<file path="src/rtl/fetch_pkg.sv">
// Shared fetch-stage parameters and the {pc, inst} bundle
// carried from the fetch FIFO to decode.
package fetch_pkg;

  localparam int PC_W   = 32;
  localparam int ADDR_W = 10;
  localparam int DATA_W = 32;

  localparam logic [PC_W-1:0] RESET_PC = 32'h0000_0000;

  typedef struct packed {
    logic [PC_W-1:0]   pc;
    logic [DATA_W-1:0] inst;
  } fetch_entry_t;

endpackage

</file>
<file path="src/rtl/fetch_fifo2.sv">
// Two-entry FIFO of fetched {pc, inst} pairs.
// Ports: push/din write, pop advances head, flush empties (wins over push), count = occupancy.
module fetch_fifo2
  import fetch_pkg::*;
(
  input  logic         clk,
  input  logic         rst_n,
  input  logic         push,
  input  logic         pop,
  input  logic         flush,
  input  fetch_entry_t din,
  output fetch_entry_t head,
  output logic [1:0]   count
);

  fetch_entry_t mem [2];
  logic         rptr;
  logic         wptr;

  always_ff @(posedge clk) begin
    if (!rst_n) begin
      mem[0] <= '0;
      mem[1] <= '0;
      rptr   <= 1'b0;
      wptr   <= 1'b0;
      count  <= 2'd0;
    end else if (flush) begin
      rptr  <= 1'b0;
      wptr  <= 1'b0;
      count <= 2'd0;
    end else begin
      if (push) begin
        mem[wptr] <= din;
        wptr      <= ~wptr;
      end
      if (pop) begin
        rptr <= ~rptr;
      end
      count <= count + {1'b0, push} - {1'b0, pop};
    end
  end

  assign head = mem[rptr];

endmodule

</file>
<file path="src/rtl/imem_fetch.sv">
// Instruction fetch: owns the PC, reads the 1-cycle-latency RAM, buffers results for decode.
// Ports: mem_raddr/mem_rdata RAM side, redirect_valid/redirect_pc, out_* valid/ready to decode.
module imem_fetch
  import fetch_pkg::*;
#(
  parameter int              PC_W     = fetch_pkg::PC_W,
  parameter int              ADDR_W   = fetch_pkg::ADDR_W,
  parameter int              DATA_W   = fetch_pkg::DATA_W,
  parameter logic [PC_W-1:0] RESET_PC = fetch_pkg::RESET_PC
) (
  input  logic              clk,
  input  logic              rst_n,
  output logic [ADDR_W-1:0] mem_raddr,
  input  logic [DATA_W-1:0] mem_rdata,
  input  logic              redirect_valid,
  input  logic [PC_W-1:0]   redirect_pc,
  output logic              out_valid,
  input  logic              out_ready,
  output logic [PC_W-1:0]   out_pc,
  output logic [DATA_W-1:0] out_inst
);

  logic [PC_W-1:0] pc;
  logic [PC_W-1:0] inflight_pc;
  logic [PC_W-1:0] fetch_pc;
  logic            inflight;
  logic            pop;
  logic            push;
  logic            issue;
  logic [1:0]      count;
  logic [2:0]      occ;
  fetch_entry_t    din;
  fetch_entry_t    head;

  assign pop = out_valid && out_ready;

  // Slots that will be committed after this cycle;
  // keeps FIFO + outstanding read within 2 entries.
  assign occ = {1'b0, count} + {2'b00, inflight}
             - {2'b00, pop};

  // A redirect flushes everything, so its read always fits.
  assign issue = redirect_valid || (occ < 3'd2);

  assign fetch_pc = redirect_valid
                  ? {redirect_pc[PC_W-1:2], 2'b00}
                  : pc;

  assign mem_raddr = fetch_pc[ADDR_W+1:2];

  // Data landing during a redirect belongs to the old path.
  assign push = inflight && !redirect_valid;

  always_ff @(posedge clk) begin
    if (!rst_n) begin
      pc          <= RESET_PC;
      inflight    <= 1'b0;
      inflight_pc <= '0;
    end else begin
      inflight <= issue;
      if (issue) begin
        inflight_pc <= fetch_pc;
        pc          <= fetch_pc + PC_W'(4);
      end
    end
  end

  assign din.pc   = inflight_pc;
  assign din.inst = mem_rdata;

  fetch_fifo2 u_fifo (
    .clk   (clk),
    .rst_n (rst_n),
    .push  (push),
    .pop   (pop),
    .flush (redirect_valid),
    .din   (din),
    .head  (head),
    .count (count)
  );

  assign out_valid = (count != 2'd0);
  assign out_pc    = head.pc;
  assign out_inst  = head.inst;

endmodule
</file>
<file path="config.mk">
export PLATFORM = sky130hd
export DESIGN_NAME = imem_fetch
export DESIGN_NICKNAME = d
export VERILOG_FILES = /design/src/rtl/fetch_pkg.sv /design/src/rtl/fetch_fifo2.sv /design/src/rtl/imem_fetch.sv
export SDC_FILE = /design/constraint.sdc
export NUM_CORES = 1
export LEC_CHECK = 0
export ABC_AREA = 1
export ABC_CLOCK_PERIOD_IN_PS = 4600
export CAP_MARGIN = 25
export CORE_ASPECT_RATIO = 1.4
export CORE_MARGIN = 4
export CORE_UTILIZATION = 54
export DETAILED_ROUTE_END_ITERATION = 8
export PLACE_DENSITY_LB_ADDON = 0.25
export REMOVE_ABC_BUFFERS = 1
export SKIP_CTS_REPAIR_TIMING = 1
export SYNTH_ARGS = -nofsm -noshare
export SYNTH_HDL_FRONTEND = slang
export SYNTH_SLANG_ARGS = --single-unit
</file>
<file path="constraint.sdc">
create_clock -name clk -period 4.6 [get_ports clk]
set_clock_uncertainty 0.1 [all_clocks]
set_input_delay 0.92 -clock clk [delete_from_list [all_inputs] [get_ports clk]]
set_output_delay 0.92 -clock clk [all_outputs]
set_load 0.05 [all_outputs]
</file>
# Word-level counts from Yosys, hierarchy flattened
# Memories as Yosys holds them, arrays and structs flattened. A register that Yosys moved wholly into a read port is not among the register bits.
# Index checks and enable logic that the tools add are counted.
[totals]
ff_bits = 69
ram_bits = 128
output_inout_bits = 75
mem_count = 1
[memory_table]
columns = ["name", "words", "width", "rd", "rd_clocked_by_memory_dff", "wr", "line_no", "rtl"]
rows = [
  ["u_fifo.mem", 2, 64, 1, 1, 2, "fetch_fifo2.sv:16", "fetch_entry_t mem [2];"],
]
[classes]
addsub = 5
magnitude_cmp = 1
n_mux = 11
bitwise_logic = 3
reduce_logical = 7
[ops]
columns = ["op", "count"]
rows = [
  ["64-bit two-way mux", 1],
  ["64-bit OR reduction", 1],
  ["32-bit by 3-bit adder with 32-bit output (second input constant)", 1],
  ["32-bit two-way mux", 1],
  ["1-bit two-way mux", 9],
  ["2-bit by 1-bit adder with 3-bit output", 1],
  ["3-bit by 2-bit less-than comparator with 1-bit output (second input constant)", 1],
  ["1-bit inverter", 3],
  ["3-bit by 1-bit subtractor with 3-bit output", 1],
  ["2-bit by 1-bit adder with 2-bit output", 1],
  ["1-bit logical AND", 2],
  ["2-bit nonzero test", 1],
  ["2-bit OR reduction", 1],
  ["2-bit by 1-bit subtractor with 2-bit output", 1],
  ["1-bit zero test", 1],
  ["1-bit logical OR", 1],
]

# Logic depth before layout (Yosys ltp)
[depth]
ltp_word = 8
ltp_mapped = 18

# Hierarchy
# From an unflattened synthesis, not the netlist that was laid out.
[unflattened]
cells_unflattened = 1012
area_unflattened_um2 = 9392.8
[modules_own_cells]
columns = ["mod", "instances", "cells_per_inst", "area_per_inst_um2", "seq_area_each_um2"]
rows = [
  ["fetch_fifo2", 1, 438, 5684.2, 3943.8],
  ["imem_fetch", 1, 574, 3708.6, 1221.2],
]

# Least setup slack after synthesis
# Ideal clock, no wire load.
[synth_path]
kind = "input-to-reg"
from = "input redirect_valid"
to = "memory u_fifo.mem[1][0] (netlist name), enable pin"
setup_time_ps = 421
arrival_ps = 3218
t_required_ps = 4079
path_slack_ps = 861
path_stages = 7
cell_sequence = "buf_6 > buf_6 > buf_6 > nor2_1 > nand3_1 > clkbuf_1 > nand2_1"
[synth_rtl]
columns = ["item", "line_no", "rtl"]
rows = [
  ["start, declared", "imem_fetch.sv:15", "input logic redirect_valid,"],
  ["end, declared", "fetch_fifo2.sv:16", ""],
]

# Worst setup path after layout
[layout_path]
from = "input redirect_valid"
to = "output mem_raddr[8]"
[layout_via]
elab_chain_cells = 1
[layout_rtl]
columns = ["item", "line_no", "rtl"]
rows = [
  ["32-bit two-way mux", "imem_fetch.sv:46", "? {redirect_pc[PC_W-1:2], 2'b00}"],
  ["end, declared", "imem_fetch.sv:13", "output logic [ADDR_W-1:0] mem_raddr,"],
]
# Every way passes these cells.

==> flow_metrics.tcl <==
set metrics [dict create \
    grt_first_pass_wirelength_um 31500 \
    grt_pass1_vias 6655 \
    start_util_pct 55.2 \
    r2r_setup_slack_ps 1720 \
    drtPass1Iterations 5 \
    combPwrFrac_pct 18.4 \
    drt_wl_total_um 19400 \
    nets 1145 \
    hold_ws_ps 355 \
    dpl-instance-area_sq_um 10500 \
    switching_share_pct 27.8 \
    antenna_cells 0 \
    cp_data_required_time_ps 3580 \
    synth_area_leaders "edfxtp_1, dfxtp_1, nand2_1, mux2_2, nor2_1" \
    grt_start_max_net_pins 63 \
    grt.total_usage_pct 21.2 \
    drt_iter0_markers 429 \
    p_leak_nw 4.48 \
    ios 143 \
    nFillCells 1294 \
    worstHoldPathType "reg2reg" \
    power_density_nw_per_um2 376 \
    cts.path.max_buffers 2 \
    die_h_um 160 \
    drv_cap 0 \
    synth.largest_area_cell "edfxtp_1" \
    avgSynthCellArea_sq_um 9.34 \
    max_slew_margin_pct 48.4 \
    fmax_mhz 287 \
    rsz0062_at_grt "no" \
    seq_area_frac_synth_pct 56.3 \
    worstPathArrival_ps 2460 \
    syn-cell-area_sq_um 8970 \
    drv_slew 0 \
    die_w_um 117 \
    clkTransAtPathRegs_ps 60 \
    ir_drop_v 0.000223 \
    wire_per_inst_um 15.1 \
    tritoncts "built" \
    ys_types 40 \
    finalCriticalPeriod_ps 3480 \
    r2r_cells 15 \
    worstMarginPinSlew_ps 774 \
    hold_viol 0 \
    die_area_sq_um 18800 \
    drcViolationCount 0 \
    gp_congestion 0.840 \
    finish.instance_area_sq_um 11100 \
    h-tree-depth 4 \
    num_vias 6668 \
    clkPwrFrac_pct 34.2 \
    hpwl_um 12400 \
    holdPathStages 1 \
    root_buffer "clkbuf_16" \
    area_growth_pct 23.6 \
    p_int_mw 3.01 \
    synth_top_area_share_pct 41.5 \
    netSwitchingPower_mw 1.16 \
    hold_start "u_fifo.rptr$_SDFFE_PP0P_" \
    numCtsBuffers 17 \
    num_rows 55 \
    yosys_warnings 0 \
    r2r_end "pc[27]$_SDFFE_PN0P_" \
    cp-end-kind "primary output" \
    ys_ff_latch 190 \
    core_sq_um 16200 \
    final_cell_mix "nand2_1, nor2_1, clkdlybuf4s50_1, edfxtp_1, inv_1" \
    drive_above_1_share_pct 14.3 \
    path_class "in2out" \
    avgViaCountPerCell 5.19 \
    reg2reg_from "u_fifo.count[1]$_SDFF_PP0_" \
    syn_inst 960 \
    clk_latency_ps 420 \
    setup_violations 0 \
    cts.sinks 190 \
    ant_nets 0 \
    min_period_over_period_pct 75.7 \
    worstSetupStartpointType "primary input" \
    finalPower_mw 4.16 \
    io_buffers 138 \
    path_max_fanout 37 \
    p_seq_share_pct 47.4 \
    postLayoutCoreUtil_pct 68.3 \
    antenna_found_initial 0 \
    status "finished clean" \
    grt_overflow 0 \
    mostFrequentLayoutCell "nand2_1" \
]
[state kept, by name, summed over array words and instances, names as in the netlist, named ones only]
signal,cells
inflight,1
inflight_pc,30
pc,30
u_fifo.count,2
u_fifo.mem,124
u_fifo.rptr,1
u_fifo.wptr,1
[Yosys cell counts (all sizes together)]
cell / instances
nand3b: 2
clkinv: 1
xnor2: 5
a211oi: 22
nor2: 195
inv: 108
nor3b: 1
nand4: 1
o211ai: 5
buf: 33
mux2: 62
conb: 1
and3: 1
nor3: 4
a31oi: 1
edfxtp: 124
dfxtp: 66
or2: 1
a21boi: 4
o21ai: 21
fa: 1
a21oi: 30
ha: 4
nand2: 212
xor2: 2
clkbuf: 24
and2: 1
nand3: 28
[power by group through the flow]
stage	sequential (mW)	clock [mW]	combinational, mW
floorplan	2.01	0	0.485
global placement	2.00	0	0.758
detailed placement	2.01	0	0.765
CTS	1.97	1.44	0.770
global route	1.98	1.53	0.831
finish	1.97	1.43	0.766
[worst max-delay path by stage]
stage                     cells after the start      startpoint                              to
after floorplan                               4           rst_n  u_fifo.mem[1][0]$_SDFFCE_PN0P_
after global placement                       14       out_ready             pc[29]$_SDFFE_PN0P_
after detailed placement                     14       out_ready             pc[27]$_SDFFE_PN0P_
after CTS                                     6  redirect_valid                    mem_raddr[2]
after global routing                          6  redirect_valid                    mem_raddr[2]
final                                         6  redirect_valid                    mem_raddr[8]
[critical path, cell delays in order]
cell,delay [ps]
clkdlybuf4s50_1,450
buf_4,390
inv_6,200
nand2_1,140
nand2_2,150
buf_12,190
[layer usage]
| metal | share of wire [%] | global-route usage (%) |
|---|---|---|
| met1 | 41 | 24.9 |
| met2 | 53 | 38.3 |
| met3 | 4.8 | 3.77 |
| met4 | 1.6 | 6.73 |
| met5 | 0 | 0 |
[through the flow]
stage               setup slack (ps)  std cells  setup TNS (ps)
finish                          1120       1284               0
CTS                             1110       1284               0
global route                    1020       1284               0
global placement                 971       1252               0
floorplan                       -411        904          -25460
detailed placement               937       1252               0
[layout make-up]
type                    instances  area (sq um)  share of cell area (%)
clock buffers                  20           468                    4.22
inverters                     109           414                    3.74
clock inverters                12           109                   0.982
well taps                     199           249                    2.25
repair buffers                149          1600                    14.4
multi-input cells             605          3200                    28.8
flip-flops and latches        190          5050                    45.5
[logic make-up after synthesis]
| logic type | count (synthesis) | share of synthesized area, % |
|---|---|---|
| other cells | 1 | 0.0418 |
| fa+ha+maj | 5 | 0.781 |
| compound gates | 83 | 5.51 |
| buf+inv | 166 | 8.29 |
| xor+xnor | 7 | 0.684 |
| mux | 62 | 7.79 |
| simple gates | 446 | 20.6 |
| flops | 190 | 56.3 |
Power figures use the tool's default switching activity.
